File: src/rtl/mem_port_arbiter_pkg.sv
// Shared definitions for the two-port memory arbiter: FSM state encoding
// and port-index constants.
package mem_port_arbiter_pkg;

  typedef enum logic [1:0] {
    ARB      = 2'd0,
    LOCK_CPU = 2'd1,
    LOCK_DMA = 2'd2
  } arb_state_e;

  localparam logic CPU = 1'b0;
  localparam logic DMA = 1'b1;

endpackage

File: src/rtl/mem_rd_return.sv
// Per-port read-return slice: registers the memory read data on a granted
// read and pulses rvalid for one cycle.
module mem_rd_return (
  input  logic        clk,
  input  logic        rst,
  input  logic        capture,
  input  logic [15:0] rd_data,
  output logic        rvalid,
  output logic [15:0] rdata
);

  always_ff @(posedge clk or posedge rst) begin
    if (rst) begin
      rvalid <= 1'b0;
      rdata  <= '0;
    end else begin
      rvalid <= capture;
      if (capture) rdata <= rd_data;
    end
  end

endmodule

File: src/rtl/mem_port_arbiter.sv
// Zero-latency CPU/DMA arbiter for a single memory port, with round-robin
// tie breaking and bounded locked bursts.
module mem_port_arbiter
  import mem_port_arbiter_pkg::*;
#(
  parameter int unsigned MAX_BURST = 8
) (
  input  logic        clk,
  input  logic        rst,
  input  logic        cpu_req,
  input  logic        cpu_we,
  input  logic        cpu_lock,
  input  logic [15:0] cpu_addr,
  input  logic [15:0] cpu_wd,
  output logic        cpu_gnt,
  output logic        cpu_rvalid,
  output logic [15:0] cpu_rdata,
  input  logic        dma_req,
  input  logic        dma_we,
  input  logic        dma_lock,
  input  logic [15:0] dma_addr,
  input  logic [15:0] dma_wd,
  output logic        dma_gnt,
  output logic        dma_rvalid,
  output logic [15:0] dma_rdata,
  output logic [15:0] m_addr,
  output logic [15:0] m_wd,
  output logic        m_we,
  input  logic [15:0] m_rd
);

  localparam int CNT_W = $clog2(MAX_BURST + 1);
  localparam logic [CNT_W-1:0] MAX_CNT = CNT_W'(MAX_BURST);
  localparam logic [CNT_W-1:0] ONE_CNT = CNT_W'(1);

  arb_state_e       state, next_state;
  logic             ptr, next_ptr;
  logic [CNT_W-1:0] burst_cnt, next_cnt, cnt_inc;
  logic             cpu_hold, dma_hold;

  always_ff @(posedge clk or posedge rst) begin
    if (rst) begin
      state     <= ARB;
      ptr       <= CPU;
      burst_cnt <= '0;
    end else begin
      state     <= next_state;
      ptr       <= next_ptr;
      burst_cnt <= next_cnt;
    end
  end

  // A held lock keeps ownership; otherwise the cycle falls back to
  // round-robin arbitration, including the cycle a lock is released.
  always_comb begin
    cpu_gnt    = 1'b0;
    dma_gnt    = 1'b0;
    next_state = state;
    next_ptr   = ptr;
    next_cnt   = burst_cnt;
    cnt_inc    = (burst_cnt == MAX_CNT) ? MAX_CNT : burst_cnt + ONE_CNT;
    cpu_hold   = (state == LOCK_CPU) && cpu_req && cpu_lock;
    dma_hold   = (state == LOCK_DMA) && dma_req && dma_lock;

    if (rst) begin
      next_state = ARB;
    end else if (cpu_hold) begin
      cpu_gnt    = 1'b1;
      next_ptr   = DMA;
      next_cnt   = cnt_inc;
      next_state = (cnt_inc >= MAX_CNT) ? ARB : LOCK_CPU;
    end else if (dma_hold) begin
      dma_gnt    = 1'b1;
      next_ptr   = CPU;
      next_cnt   = cnt_inc;
      next_state = (cnt_inc >= MAX_CNT) ? ARB : LOCK_DMA;
    end else begin
      next_state = ARB;
      next_cnt   = '0;
      if (cpu_req && (!dma_req || ptr == CPU)) begin
        cpu_gnt  = 1'b1;
        next_ptr = DMA;
        if (cpu_lock) begin
          next_cnt   = ONE_CNT;
          next_state = (MAX_BURST > 1) ? LOCK_CPU : ARB;
        end
      end else if (dma_req) begin
        dma_gnt  = 1'b1;
        next_ptr = CPU;
        if (dma_lock) begin
          next_cnt   = ONE_CNT;
          next_state = (MAX_BURST > 1) ? LOCK_DMA : ARB;
        end
      end
    end
  end

  always_comb begin
    m_addr = '0;
    m_wd   = '0;
    m_we   = 1'b0;
    if (cpu_gnt) begin
      m_addr = cpu_addr;
      m_wd   = cpu_wd;
      m_we   = cpu_we;
    end else if (dma_gnt) begin
      m_addr = dma_addr;
      m_wd   = dma_wd;
      m_we   = dma_we;
    end
  end

  mem_rd_return u_cpu_ret (
    .clk     (clk),
    .rst     (rst),
    .capture (cpu_gnt && !cpu_we),
    .rd_data (m_rd),
    .rvalid  (cpu_rvalid),
    .rdata   (cpu_rdata)
  );

  mem_rd_return u_dma_ret (
    .clk     (clk),
    .rst     (rst),
    .capture (dma_gnt && !dma_we),
    .rd_data (m_rd),
    .rvalid  (dma_rvalid),
    .rdata   (dma_rdata)
  );

endmodule

File: config.mk
export PLATFORM = sky130hd
export DESIGN_NAME = mem_port_arbiter
export DESIGN_NICKNAME = d
export VERILOG_FILES = /design/src/rtl/mem_port_arbiter_pkg.sv /design/src/rtl/mem_rd_return.sv /design/src/rtl/mem_port_arbiter.sv
export SDC_FILE = /design/constraint.sdc
export NUM_CORES = 1
export LEC_CHECK = 0
export CAP_MARGIN = 15
export CORE_UTILIZATION = 40
export DETAILED_ROUTE_END_ITERATION = 7
export PLACE_DENSITY_LB_ADDON = 0.15
export RECOVER_POWER = 25
export SLEW_MARGIN = 0
export SYNTH_ARGS = -nofsm -noshare
export SYNTH_HDL_FRONTEND = slang
export SYNTH_HIERARCHICAL = 1
export SYNTH_SLANG_ARGS = --single-unit
File: constraint.sdc
create_clock -name clk -period 3.65 [get_ports clk]
set_input_delay 0.5475 -clock clk [delete_from_list [all_inputs] [get_ports clk]]
set_output_delay 0.5475 -clock clk [all_outputs]
set_load 0.01 [all_outputs]
==> impl_metrics.py, run 1 <==
metrics = {
    "synthesis": {
        "yosysTopAreaCell": "dfrtp_1",
        "muxShareOfSynthArea_pct": 17.88,
        "synth_top_area_share_pct": 41.19,
        "synth_compound_area_share_pct": 12.41,
        "netlist_area_mm2": 0.002491,
        "synth_cells": 241,
        "yosysMostFrequentCell": "dfrtp_1",
        "synth_xor_area_share_pct": 0.3516,
        "synth_enable_flop_cells": 0,
        "ys_types": 39,
        "yosys.area_share.simple_pct": 19.34,
        "synth_seq_cells": 41,
        "synth_adder_area_share_pct": 1.005,
        "synth.avg_cell_area_um2": 10.34,
        "synth_ff_type": "dfrtp_1",
        "synthTopCellsByArea": "dfrtp_1 (41%), mux2_4 (12%), a21oi_1 (6.0%)",
        "async_flop_share_pct": 100.0,
        "ys_seq_area_share_pct": 41.19,
        "synthTopCellsByCount": "dfrtp_1 (41), nand2_1 (40), a21oi_1 (30)",
        "synth_top_family_by_area": "simple AND/OR/NAND/NOR gates",
        "syn_nets": 331,
        "synth_warnings": 6,
    },
    "routing": {
        "drtIter0Drc": 63,
        "via_per_inst": 4.994,
        "ant_nets": 0,
        "drt_wl_total_mm": 7.317,
        "drc": 0,
        "wl_per_cell_um": 15.70,
        "vias": 2327,
        "drt_first_pass_iters": 4,
    },
    "final_layout": {
        "antennaDiodeCount": 0,
        "layout-drive-gt1-share_pct": 17.65,
        "nNetsFinal": 480,
        "fin_util_pct": 69.47,
        "area_growth_pct": 66.10,
    },
    "sta": {
        "whs_ns": 0.5128,
        "max_freq_mhz": 324.8,
        "setup_slack_ns": 0.5709,
        "final-hold-violation-count": 0,
        "fin_tns_setup_ns": 0,
        "fin_crit_ns": 3.079,
        "finClkSkew_ns": 0.007342,
        "final-setup-viol-count": 0,
        "finalMaxSlewViolations": 0,
        "min_period_over_period_pct": 84.36,
        "worst_pin_slew_ns": 0.6852,
        "rsz0062_at_grt": "no",
        "relSlewSlack_pct": 54.27,
    },
    "pwr": {
        "swShare_pct": 29.05,
        "p_seq_share_pct": 37.7,
        "pwr-share-clk_pct": 18.3,
        "combinationalPowerShare_pct": 44.0,
        "p_sw_uw": 479.1,
        "ir_worst_vdd_mv": 0.2746,
        "p_int_uw": 1170,
        "p_leak_uw": 0.001669,
        "p_per_area_mw_per_mm2": 398.5,
    },
    "worst_setup_path": {
        "slowest_stage": "clkdlybuf4s50_1",
        "crit_buf_inv": 3,
        "path_common_cell": "clkdlybuf4s50_1",
        "critPathKind": "primary input to output pin",
        "cp-end-kind": "output pin",
        "critPathRequiredTime_ns": 3.10,
        "cp_max_fo": 35,
        "crit_arrival_ns": 2.53,
        "crit_chain": "clkdlybuf4s50_1 > nand2b_1 > o221ai_4 > buf_12 > nand3_1 > a21oi_1 > clkdlybuf4s50_1",
        "max_stage_delay_ns": 0.57,
        "worstSetupStartpoint": "dma_req",
        "reg2reg_from": "state[1]$_DFF_PP0_",
        "crit_family": "buffers and inverters",
        "crit_path_start_kind": "primary input",
    },
    "cts": {
        "clock_latency_ns": 0.28,
        "clock_sinks": 41,
        "htreeDepth": 2,
        "clock_path_buffers": 2,
        "root_buffer": "clkbuf_8",
        "cts_setup_buffers": 0,
        "cts_tree": "done",
        "cts.clk_slew.worst_paths_ns": 0.08,
        "hold_buffers": 0,
        "numCtsBuffers": 5,
        "post_cts_resized": 0,
    },
    "global_route": {
        "first_global_vias": 2264,
        "groute.usage.overall_pct": 22.27,
        "antenna_found_initial": 0,
        "grt_max_degree": 37,
        "overflow": 0,
        "grt_pass1_wl_mm": 11.13,
    },
    "place": {
        "post-dp-hpwl_mm": 5.658,
        "dpl_worst_slack_ns": 0.5774,
        "portBuffers": 156,
        "gp_congestion": 0.7763,
    },
    "worst_hold_path": {
        "hold_start": "u_dma_ret/rdata[2]$_DFFE_PP0P_",
        "holdCritPathClass": "flip-flop to flip-flop",
    },
    "run_status": {
        "status": "complete, no violations",
    },
    "floorplan": {
        "core_mm2": 0.005956,
        "rows": 28,
        "die_h_um": 80.92,
        "boundaryPins": 157,
        "start_util_pct": 41.83,
        "die-area_mm2": 0.006547,
        "die_w_um": 80.92,
    },
    "flow_run": {
        "max-cap-violations": 0,
    },
}
final timing paths:
path	endpoint	slack (ns)	depth (start not counted)
max in group asynchronous	u_dma_ret/rdata[8]$_DFFE_PP0P_	2.56	2
max	m_addr[10]	0.57	7
min	u_dma_ret/rdata[2]$_DFFE_PP0P_	0.51	1
max reg2reg	u_dma_ret/rdata[3]$_DFFE_PP0P_	1.64	6
min in group asynchronous	state[1]$_DFF_PP0_	0.52	2
min reg2reg	u_dma_ret/rdata[2]$_DFFE_PP0P_	0.51	1
layer usage:
layer | up-vias | global-route usage (%) | routed length [µm]
met1 | 1105 | 28.99 | 3085
li1 | 1144 | - | -
met5 | - | 0 | 0
met2 | 73 | 38.24 | 3822
met4 | 0 | 3.036 | 42
met3 | 5 | 5.281 | 367
cells in the final DEF (no fill, tap or decap), types with 5 or more instances in the layout:
cell             count
a21oi_1             30
mux2_2              12
inv_1                5
clkdlybuf4s50_1    155
nand3_1             27
nand3_2              8
clkbuf_8             6
a21oi_2              6
nand2_1             40
mux2_4              20
dfrtp_1             41
stage by stage:
| step | power, µW | instance area [µm²] | instances |
|---|---|---|---|
| 2_1_floorplan | 954.9 | 2491 | 241 |
| 3_3_place_gp | 1343 | 4043 | 458 |
| 3_5_place_dp | 1361 | 4043 | 458 |
| 4_1_cts | 1667 | 4139 | 466 |
| 5_1_grt | 1747 | 4138 | 466 |
| 6_report | 1649 | 4138 | 466 |
layout make-up:
| type | instances | area [µm²] |
|---|---|---|
| clock inverter | 2 | 13.76 |
| clock buffer | 6 | 82.58 |
| tap | 75 | 93.84 |
| fill | 487 | 1818 |
| multi-input combinational | 175 | 1277 |
| inverter | 5 | 18.77 |
| timing repair buffer | 162 | 1625 |
| sequential | 41 | 1026 |
cells by family (layout without fill, tap and decap cells):
family / count (synthesis) / after routing
adder cells (fa/ha/maj): 2 / 2
AND/OR/NAND/NOR: 92 / 92
multiplexers: 33 / 33
buffers and inverters: 25 / 175
XOR/XNOR: 1 / 1
AO/OA/AOI/OAI: 47 / 47
flip-flops: 41 / 41
flip-flops by register name (all words and copies together) (netlist names):
signal and count:
u_cpu_ret/rdata 16, u_cpu_ret/rvalid 1, ptr 1, u_dma_ret/rdata 16, u_dma_ret/rvalid 1, state 2, burst_cnt 4
power by group through the flow:
stage          Combinational (µW)  Sequential [µW]  Clock (µW)
5_1_grt                       778              634         335
3_5_place_dp                  731              630           0
4_1_cts                       734              622         311
6_report                      726              621         302
3_3_place_gp                  721              622           0
2_1_floorplan                 283              672           0
Note: power is estimated with default switching activity, not from simulation.
==> inputs of run 2 (changes only) <==
CORE_UTILIZATION = 33   (was 40)
clock period = 2.7 ns   (was 3.65 ns; I/O delays follow)
==> run 2 against run 1 <==
- clock skew is 0.0025 ns lower
- core utilization is 9.0 points lower
- register-to-register slack worse by 0.97 ns
- global-route usage is 3.6 points lower
- critical path depth stayed put
- clock-buffer cell count is 1 lower
- design area is 6.6% higher
- power is 48% higher
- first-iteration DRC count is 73% higher
- combinational power is 39% higher
- routed wire length is 4.0% higher
- critical path type unchanged
- largest cell class unchanged
==> impl_metrics.py, run 2 (synthesized netlist as in run 1, its figures left out) <==
metrics = {
    "final_layout": {
        "layout-drive-gt1-share_pct": 19.90,
        "reg.largest.list": "u_cpu_ret/rdata: 16 flops, u_dma_ret/rdata: 16 flops, burst_cnt: 4 flops",
        "ff_latch_area_mm2": 0.001026,
        "final_cell_mix": "clkdlybuf4s50_1 (120), dfrtp_1 (41), nand2_1 (40)",
        "nNetsFinal": 491,
        "multi_input_area_mm2": 0.001299,
        "antennaDiodeCount": 0,
        "final_common_cell": "clkdlybuf4s50_1",
        "area_growth_pct": 77.00,
        "fillers": 626,
    },
    "run_status": {
        "status": "complete, no violations",
    },
    "flow_run": {
        "max-cap-violations": 0,
    },
    "global_route": {
        "grt_pass1_wl_mm": 11.36,
        "first_global_vias": 2336,
        "grt_max_degree": 38,
        "overflow": 0,
        "antenna_found_initial": 0,
        "groute.usage.overall_pct": 18.67,
    },
    "worst_setup_path": {
        "cp_max_fo": 15,
        "critPathRequiredTime_ns": 2.30,
        "worstSetupStartpoint": "cpu_lock",
        "crit_path_start_kind": "primary input",
        "crit_arrival_ns": 2.18,
        "cp-end-kind": "output pin",
        "critPathKind": "primary input to output pin",
        "reg2reg_from": "ptr$_DFFE_PP0P_",
    },
    "cts": {
        "root_buffer": "clkbuf_8",
        "clock_sinks": 41,
        "htreeDepth": 2,
        "clock_path_buffers": 2,
        "numCtsBuffers": 5,
        "hold_buffers": 0,
        "cts.clk_slew.worst_paths_ns": 0.08,
        "cts_tree": "done",
        "clock_latency_ns": 0.29,
    },
    "sta": {
        "final-setup-viol-count": 0,
        "worst_pin_slew_ns": 0.7137,
        "whs_ns": 0.2816,
        "finClkSkew_ns": 0.004861,
        "rsz0062_at_grt": "no",
        "relSlewSlack_pct": 52.36,
        "min_period_over_period_pct": 95.68,
        "fin_crit_ns": 2.583,
        "finalMaxSlewViolations": 0,
        "final-hold-violation-count": 0,
        "fin_tns_setup_ns": 0,
        "max_freq_mhz": 387.1,
    },
    "floorplan": {
        "start_util_pct": 34.16,
        "die-area_mm2": 0.007901,
        "boundaryPins": 157,
        "rows": 31,
        "core_mm2": 0.007292,
        "die_w_um": 88.89,
        "die_h_um": 88.89,
    },
    "pwr": {
        "p_int_uw": 1772,
        "swShare_pct": 27.49,
        "combinationalPowerShare_pct": 41.5,
        "ir_worst_vdd_mv": 0.3126,
        "p_seq_share_pct": 34.2,
        "p_per_area_mw_per_mm2": 554.2,
        "p_leak_uw": 0.002094,
        "pwr-share-clk_pct": 24.3,
        "p_sw_uw": 671.7,
    },
    "routing": {
        "drt_first_pass_iters": 4,
        "ant_nets": 0,
        "drc": 0,
        "wl_per_cell_um": 15.19,
        "drt_wl_total_mm": 7.612,
        "drtIter0Drc": 109,
        "via_per_inst": 4.798,
        "vias": 2404,
    },
    "place": {
        "portBuffers": 156,
        "gp_congestion": 0.7616,
        "post-dp-hpwl_mm": 5.494,
    },
    "worst_hold_path": {
        "holdCritPathClass": "primary input to asynchronous set/reset pin",
    },
}
-- run 2: cell count changes in the layout (fill, tap and decap cells not counted), sizes merged --
| cell | change |
|---|---|
| inv | +1 |
| buf | +9 |
| clkinv | -2 |
| dlymetal6s2s | +15 |
| bufbuf | +1 |
| clkdlybuf4s50 | -35 |
| bufinv | +2 |
| dlygate4sd2 | +20 |
-- run 2: power groups by stage --
stage / clock network [µW] / registers [µW] / logic (µW)
2_1_floorplan: 0 / 909 / 382
3_3_place_gp: 0 / 842 / 993
3_5_place_dp: 0 / 845 / 1000
4_1_cts: 609 / 835 / 1010
5_1_grt: 636 / 855 / 1090
6_report: 594 / 835 / 1010
-- run 2: path summary, 6_finish.rpt --
check	slack, ns	end	depth (start not counted)
max	0.12	m_addr[7]	7
min reg2reg	0.51	u_cpu_ret/rdata[4]$_DFFE_PP0P_	1
min in group clk	0.51	u_cpu_ret/rdata[4]$_DFFE_PP0P_	1
max in group asynchronous	1.62	u_dma_ret/rdata[4]$_DFFE_PP0P_	3
min	0.28	ptr$_DFFE_PP0P_	2
max reg2reg	0.67	u_cpu_ret/rdata[0]$_DFFE_PP0P_	7
-- run 2: layout make-up --
cell class / count / area share, %
inverters: 5 / 0.4257
multi-input cells: 175 / 29.46
well taps: 99 / 2.809
flip-flops and latches: 41 / 23.27
clock buffers: 5 / 1.561
clock inverters: 3 / 1.561
repair buffers: 173 / 40.92
-- run 2: what timing repair did --
action,4_1_cts,5_1_grt
buffers inserted,0,2
gates resized for setup,23,16
pin swaps,0,1
cloned,1,1
endpoints found under the setup margin,33,15
endpoints found under the hold margin,0,0
-- run 2: critical path, stage by stage --
cell             delay, ns
clkdlybuf4s50_1       0.51
nor2b_4               0.21
o221a_4               0.24
bufbuf_16             0.29
nand2_1               0.06
a21oi_1               0.15
dlygate4sd2_1         0.30
-- run 2: stage by stage --
| step | power, µW | cell area (µm²) | util [%] | setup slack (ns) | cells |
|---|---|---|---|---|---|
| after floorplan | 1291 | 2491 | - | 0.6688 | 241 |
| after global placement | 1834 | 4163 | 57.09 | -0.1443 | 489 |
| after detailed placement | 1847 | 4163 | 57.09 | -0.1258 | 489 |
| after CTS | 2455 | 4325 | 59.32 | -0.0007840 | 498 |
| after global routing | 2581 | 4409 | 60.47 | 0.002193 | 501 |
| final | 2443 | 4409 | 60.47 | 0.1167 | 501 |
-- run 2: routing by layer --
metal | global-route usage [%] | routed length, µm | vias to the layer above
li1 | - | - | 1165
met1 | 24.19 | 3303 | 1143
met2 | 30.84 | 3745 | 85
met3 | 4.478 | 463 | 11
met4 | 5.718 | 99 | 0
met5 | 0 | 0 | -
